<file path="config.mk">
export PLATFORM = sky130hd
export DESIGN_NAME = regfile_write_scheduler
export DESIGN_NICKNAME = d
export VERILOG_FILES = /design/src/rtl/regfile_write_scheduler.sv
export SDC_FILE = /design/constraint.sdc
export NUM_CORES = 1
export LEC_CHECK = 0
export CAP_MARGIN = 15
export CORE_AREA = 2 2 107 109
export DETAILED_ROUTE_END_ITERATION = 10
export DIE_AREA = 0 0 109 111
export PLACE_DENSITY_LB_ADDON = 0.05
export SLEW_MARGIN = 30
export SYNTH_ARGS = -nofsm -noshare
export SYNTH_HDL_FRONTEND = slang
export SYNTH_SLANG_ARGS = --single-unit
</file>
<file path="constraint.sdc">
create_clock -name clk -period 8.19 [get_ports clk]
set_input_delay 1.638 -clock clk [delete_from_list [all_inputs] [get_ports clk]]
set_output_delay 1.638 -clock clk [all_outputs]
set_load 0.01 [all_outputs]
</file>
<file path="src/rtl/regfile_write_scheduler.sv">
// rtl/regfile_write_scheduler.sv - register file write-port arbiter for WB and multi-cycle results
// MC results queue in a FIFO; a starvation counter forces a WB stall so they drain.
module regfile_write_scheduler #(
  parameter int ADDR_W       = 5,
  parameter int DATA_W       = 32,
  parameter int FIFO_DEPTH   = 2,
  parameter int STARVE_LIMIT = 4
) (
  input  logic                 clk,
  input  logic                 rst,
  input  logic                 wb_valid,
  input  logic [ADDR_W-1:0]    wb_reg,
  input  logic [DATA_W-1:0]    wb_data,
  output logic                 wb_stall,
  input  logic                 mc_valid,
  input  logic [ADDR_W-1:0]    mc_reg,
  input  logic [DATA_W-1:0]    mc_data,
  output logic                 mc_ready,
  output logic [ADDR_W-1:0]    write_register,
  output logic [DATA_W-1:0]    write_data,
  output logic                 write_enable,
  output logic [2**ADDR_W-1:0] pending_mask
);

  localparam int PTR_W = $clog2(FIFO_DEPTH);
  localparam int CNT_W = PTR_W + 1;
  localparam int ST_W  = $clog2(STARVE_LIMIT + 1);

  logic [ADDR_W-1:0] fifo_reg_q  [FIFO_DEPTH];
  logic [DATA_W-1:0] fifo_data_q [FIFO_DEPTH];
  logic [PTR_W-1:0]  rd_ptr_q, wr_ptr_q;
  logic [CNT_W-1:0]  count_q, count_d;
  logic [ST_W-1:0]   starve_q, starve_d;
  logic              src_mc_q;
  logic [ADDR_W-1:0] write_register_q;
  logic [DATA_W-1:0] write_data_q;
  logic              write_enable_q;

  logic fifo_empty, fifo_full, starved, mc_win, wb_win, push;
  logic [ADDR_W-1:0] head_reg;
  logic [DATA_W-1:0] head_data;

  assign fifo_empty = (count_q == '0);
  assign fifo_full  = (count_q == CNT_W'(FIFO_DEPTH));
  assign starved    = (starve_q == ST_W'(STARVE_LIMIT));
  assign head_reg   = fifo_reg_q[rd_ptr_q];
  assign head_data  = fifo_data_q[rd_ptr_q];

  assign mc_win   = !rst && !fifo_empty && (!wb_valid || starved);
  assign wb_win   = !rst && wb_valid && !mc_win;
  // Fullness alone gates acceptance; a same-cycle pop does not free a slot early.
  assign push     = !rst && mc_valid && !fifo_full;
  assign mc_ready = !rst && !fifo_full;
  assign wb_stall = wb_valid && mc_win;

  assign write_register = write_register_q;
  assign write_data     = write_data_q;
  assign write_enable   = write_enable_q;

  always_comb begin
    count_d = count_q + CNT_W'(push) - CNT_W'(mc_win);
    starve_d = starve_q;
    if (fifo_empty || mc_win) begin
      starve_d = '0;
    end else if (wb_win && !starved) begin
      starve_d = starve_q + ST_W'(1);
    end
  end

  always_comb begin
    pending_mask = '0;
    for (int i = 0; i < FIFO_DEPTH; i++) begin
      if ({1'b0, PTR_W'(i) - rd_ptr_q} < count_q) begin
        pending_mask[fifo_reg_q[i]] = 1'b1;
      end
    end
    if (write_enable_q && src_mc_q) begin
      pending_mask[write_register_q] = 1'b1;
    end
    pending_mask[0] = 1'b0;
  end

  always_ff @(posedge clk) begin
    if (push) begin
      fifo_reg_q[wr_ptr_q]  <= mc_reg;
      fifo_data_q[wr_ptr_q] <= mc_data;
    end
  end

  always_ff @(posedge clk) begin
    if (rst) begin
      rd_ptr_q         <= '0;
      wr_ptr_q         <= '0;
      count_q          <= '0;
      starve_q         <= '0;
      src_mc_q         <= 1'b0;
      write_register_q <= '0;
      write_data_q     <= '0;
      write_enable_q   <= 1'b0;
    end else begin
      if (push) begin
        wr_ptr_q <= wr_ptr_q + PTR_W'(1);
      end
      if (mc_win) begin
        rd_ptr_q <= rd_ptr_q + PTR_W'(1);
      end
      count_q  <= count_d;
      starve_q <= starve_d;
      // Register 0 writes still win arbitration but are never issued.
      if (mc_win) begin
        write_register_q <= head_reg;
        write_data_q     <= head_data;
        write_enable_q   <= (head_reg != '0);
        src_mc_q         <= 1'b1;
      end else if (wb_win) begin
        write_register_q <= wb_reg;
        write_data_q     <= wb_data;
        write_enable_q   <= (wb_reg != '0);
        src_mc_q         <= 1'b0;
      end else begin
        write_enable_q   <= 1'b0;
      end
    end
  end

endmodule

</file>
Word-level counts from Yosys, hierarchy flattened. Memory sizes are Yosys's and may differ from the RTL's. A register that Yosys moved wholly into a read port is not among the register bits. Cells that the tools add are included.

Bits in registers: 46. RAM bits: 74. Input bits: 78. Output and inout bits: 72. Word-level logic and storage cells: 78. Memories: 2.

$add $sub $neg: 7. Magnitude comparators: 8. Eq/ne operators: 2. Muxes and demuxes: 23. Bitwise gates (word level): 2. Reduce and logical (&&, ||, !) cells: 26.

Memories: fifo_data_q (depth 2, width 32, read ports 1, clocked after memory_dff 1, wr ports 1, line 30) `logic [DATA_W-1:0] fifo_data_q [FIFO_DEPTH];`; fifo_reg_q (depth 2, width 5, read ports 3, clocked after memory_dff 1, wr ports 1, line 29) `logic [ADDR_W-1:0] fifo_reg_q [FIFO_DEPTH];`.

Operator list (number): 32-bit two-way mux (5); 32-bit bitwise OR (2); 5-bit by 6-bit < comparator with 1-bit output (second input constant) (3); 1-bit demux with 5-bit select (3); 5-bit by 1-bit greater-or-equal comparator with 1-bit output (second input constant) (3); 1-bit logical AND (13); 1-bit two-way mux (13); 5-bit two-way mux (2); 5-bit nonzero test (2); 1-bit zero test (6); 1-bit by 2-bit < comparator with 1-bit output (2); 3-bit by 1-bit adder with 3-bit output (second input constant) (1); 3-bit == test (second input constant) (1); 1-bit adder (second input constant) (2); 2-bit by 1-bit adder with 2-bit output (1); 2-bit == test (second input constant) (1); 2-bit zero test (1); 1-bit logical OR (2); 2-bit nonzero test (1); 2-bit OR reduction (1); 1-bit subtractor (first input constant) (2); 2-bit by 1-bit subtractor with 2-bit output (1).

Depth between registers and ports, before layout. An unclocked memory read counts as a cell.

Word-level depth: 10. Mapped depth: 10. Mapped depth without buffers: 9.

Least setup slack after synthesis. OpenSTA, ideal clock, no wires.

Path type: input to output. Start: in wb_valid. End: out wb_stall. Arrival time: 2463 ps. Data required time: 6552 ps. Slack: 4089 ps. Cell stages on the path: 4. Buffers on the path: 2. Cells stage by stage: buf_4 a211oi_4 buf_6 and2_1.

Cells in the longest elaborated chain, start to end: 4.

RTL lines: start: declaration (line 11) `input logic wb_valid,`; 1-bit zero test (line 49) `assign mc_win = !rst && !fifo_empty && (!wb_valid || starved);`; 1-bit logical OR (line 49); 1-bit logical AND (line 49); 1-bit logical AND * (line 54) `assign wb_stall = wb_valid && mc_win;`; end: declaration (line 14) `output logic wb_stall,`.

Mark *: on every way between the ends. The rest lies on a longest branch, timed or not.

Worst setup path in the final report.
Start: in rst. End: out wb_stall.

Cells in the longest elaborated chain, start to end: 4.

RTL lines: start: declaration (line 10) `input logic rst,`; 1-bit zero test (line 49); 1-bit logical AND (2 in series) (line 49); 1-bit logical AND (line 54).

Every way passes these cells.

==> metrics.cfg <==
[synth]
syn_inst = 497
synth.distinct_cells = 45
syn_avg_cell_area_um2 = 11.3
yosys.area.top_type_share = 0.395
async_reset_ff_frac = 0
synth_edf_count = 74
ys_seq_area_frac = 0.563
synthesis.nets = 578
synth_area_leaders = edfxtp_1, dfxtp_1, a211oi_2
yosysWarningCount = 0
yosys_register_bits = 121
yosysTopAreaCell = edfxtp_1
synthFlopType = edfxtp_1
syn_area_um2 = 5620

[power]
power.internal_mw = 1.34
p_clk_frac = 0.423
leakage_nw = 2.58
pwr-share-comb = 0.156
ir_drop_mv = 0.184
power_density_nw_per_um2 = 230
seqPwrFrac = 0.421
swShare = 0.249
totalPowerFinal_mw = 1.79
p_sw_mw = 0.447

[detailed_routing]
routed_wl_mm = 14.4
drtPass1Iterations = 7
viasPerCell = 5.72
wl_per_cell_um = 18.2
drtIter0Drc = 372
postRouteAntennaNets = 0
vias = 4524
drc_errors = 0

[worst_setup_path]
crit_fanout = 14
worst-path-stages = 4
cp_cell_sequence = clkdlybuf4s50_1 > a211oi_4 > and2_1 > clkdlybuf4s50_1
required_ns = 6.55
reg2regPathDepth = 8
cp-startpoint = rst
start_kind = primary input
r2r_start = count_q[0]
crit_arrival_ns = 3.33
slowest_stage = clkdlybuf4s50_1
crit_path_end_kind = output pin
cpMostUsedCell = clkdlybuf4s50_1
slowest_delay_ns = 0.71
crit_family = buffers and inverters
worst-setup-path-type = in -> out
cp_num_buf_inv = 2

[placement]
place_hpwl_mm = 9.77
place_congestion = 0.901
port_buffers = 148

[sta]
hold_viol = 0
skew_ns = 0.00673
drv_slew = 0
period_needed_ns = 4.97
relSlewSlack = 0.285
tns_ns = 0
fmax_mhz = 201
finalCritPeriodShare = 0.607
rsz0062_at_grt = no
tightest_slew_ns = 1.06
setup-violations-final = 0

[global_route]
grt_pass1_vias = 4509
grt_pass1_wl_mm = 22.9
met3_usage = 0.0670
overflow = 0
grt_start_max_net_pins = 72
gr-usage-met2 = 0.422
use_met1 = 0.296
busiest_layer = met2
track_usage = 0.246
antenna_found_initial = 0

[floorplan]
die_area_um2 = 12100
ios = 150
die_h_um = 111
fp.dieW_um = 109
fp-row-count = 39
core-area_um2 = 11100
initial_utilization = 0.507

[finish]
drive_gt1_frac = 0.127
fin_util = 0.704
final_common_cell = clkdlybuf4s50_1
insertedDiodeCount = 0
fill_cells = 823
area_growth_pct = 38.8
mostFrequentLayoutCells = clkdlybuf4s50_1, edfxtp_1, nand2_1
nNetsFinal = 716

[clock_network]
path_clk_slew_ns = 0.05
postCtsHoldBufs = 0
post_cts_resized = 0
cts_made_buffers = 17
ctsHtreeMaxLevel = 4
clk-insertion-delay-late_ns = 0.40
clock-sinks = 121
clock_path_buffers = 2
cts_setup_buffers = 0
clockRootBuffer = clkbuf_16
cts_tree = done

[min_path]
holdPathStages = 1
hold_start = starve_q[0]
hold_path_class = reg -> reg

[job]
maxCapViolCount = 0

[status]
status = completed

==> power groups by stage <==
stage               clock [mW]  sequential [mW]  combinational, mW
finish                   0.758            0.755              0.279
global route             0.795            0.763              0.301
CTS                      0.770            0.755              0.280
detailed placement           0            0.766              0.278
global placement             0            0.765              0.265
floorplan                    0            0.745              0.162
==> flip-flops by register name (all words and copies together) (netlist names), named ones only <==
signal and cells:
starve_q 3, fifo_reg_q 10, count_q 2, wr_ptr_q 1
fifo_data_q 64, src_mc_q 1, write_register 5, rd_ptr_q 1
write_data 32, write_enable 1
==> worst paths after layout <==
path                                    end  slack [ns]
worst max-delay path               wb_stall        3.22
worst min-delay path            starve_q[0]        0.45
worst max register to register   count_q[1]        5.86
worst min register to register  starve_q[0]        0.45
==> layer usage <==
| layer | part of all wire | vias up |
|---|---|---|
| met3 | 0.067 | 21 |
| met5 | 0 | - |
| met4 | 0.015 | 0 |
| met1 | 0.40 | 2163 |
| met2 | 0.52 | 215 |
| li1 | - | 2125 |
==> kinds of logic (layout without fill, tap and decap cells) <==
| kind of cell | count (synthesis) | after routing | synth area share |
|---|---|---|---|
| AOI/OAI and AO/OA | 121 | 121 | 0.192 |
| xor gates and xnor gates | 4 | 4 | 0.00624 |
| adders and majority gates | 3 | 3 | 0.00668 |
| buffers and inverters | 45 | 196 | 0.0459 |
| DFF | 121 | 121 | 0.563 |
| muxes | 7 | 7 | 0.0136 |
| other | 1 | 1 | 0.000667 |
| and+or+nand+nor | 195 | 195 | 0.172 |
==> metrics by stage <==
step,hold WS (ns),setup WS [ns],std cells,cell area (µm²)
final,0.446,3.22,791,7800
after global routing,0.475,3.10,791,7800
after CTS,0.451,3.21,791,7800
after detailed placement,0.438,3.22,759,7190
after global placement,0.424,3.25,756,7100
after floorplan,0.417,4.09,497,5620
==> final cells by class <==
| class | count | area (µm²) | share of cell area |
|---|---|---|---|
| clock buffers | 17 | 425 | 0.0545 |
| clock inverters | 15 | 183 | 0.0234 |
| inverters | 10 | 37.5 | 0.00481 |
| multi-input cells | 331 | 2220 | 0.285 |
| flip-flops and latches | 121 | 3170 | 0.406 |
| well taps | 143 | 179 | 0.0229 |
| repair buffers | 154 | 1590 | 0.203 |
==> cell usage after synthesis, drive strengths merged (2+ instances only) <==
library cell / number
edfxtp: 74
clkbuf: 15
a21oi: 7
and3b: 2
nor3: 5
dfxtp: 47
ha: 3
nor2: 46
buf: 20
nand2b: 3
nand3b: 10
a22oi: 8
nand2: 69
o31ai: 33
mux2: 5
o221ai: 23
nor2b: 34
nor3b: 3
or3: 2
o211ai: 7
o21ai: 6
mux2i: 2
nand3: 10
or3b: 4
and3: 3
inv: 10
a211oi: 33
xnor2: 3
Note: power is estimated with default switching activity, not from simulation.
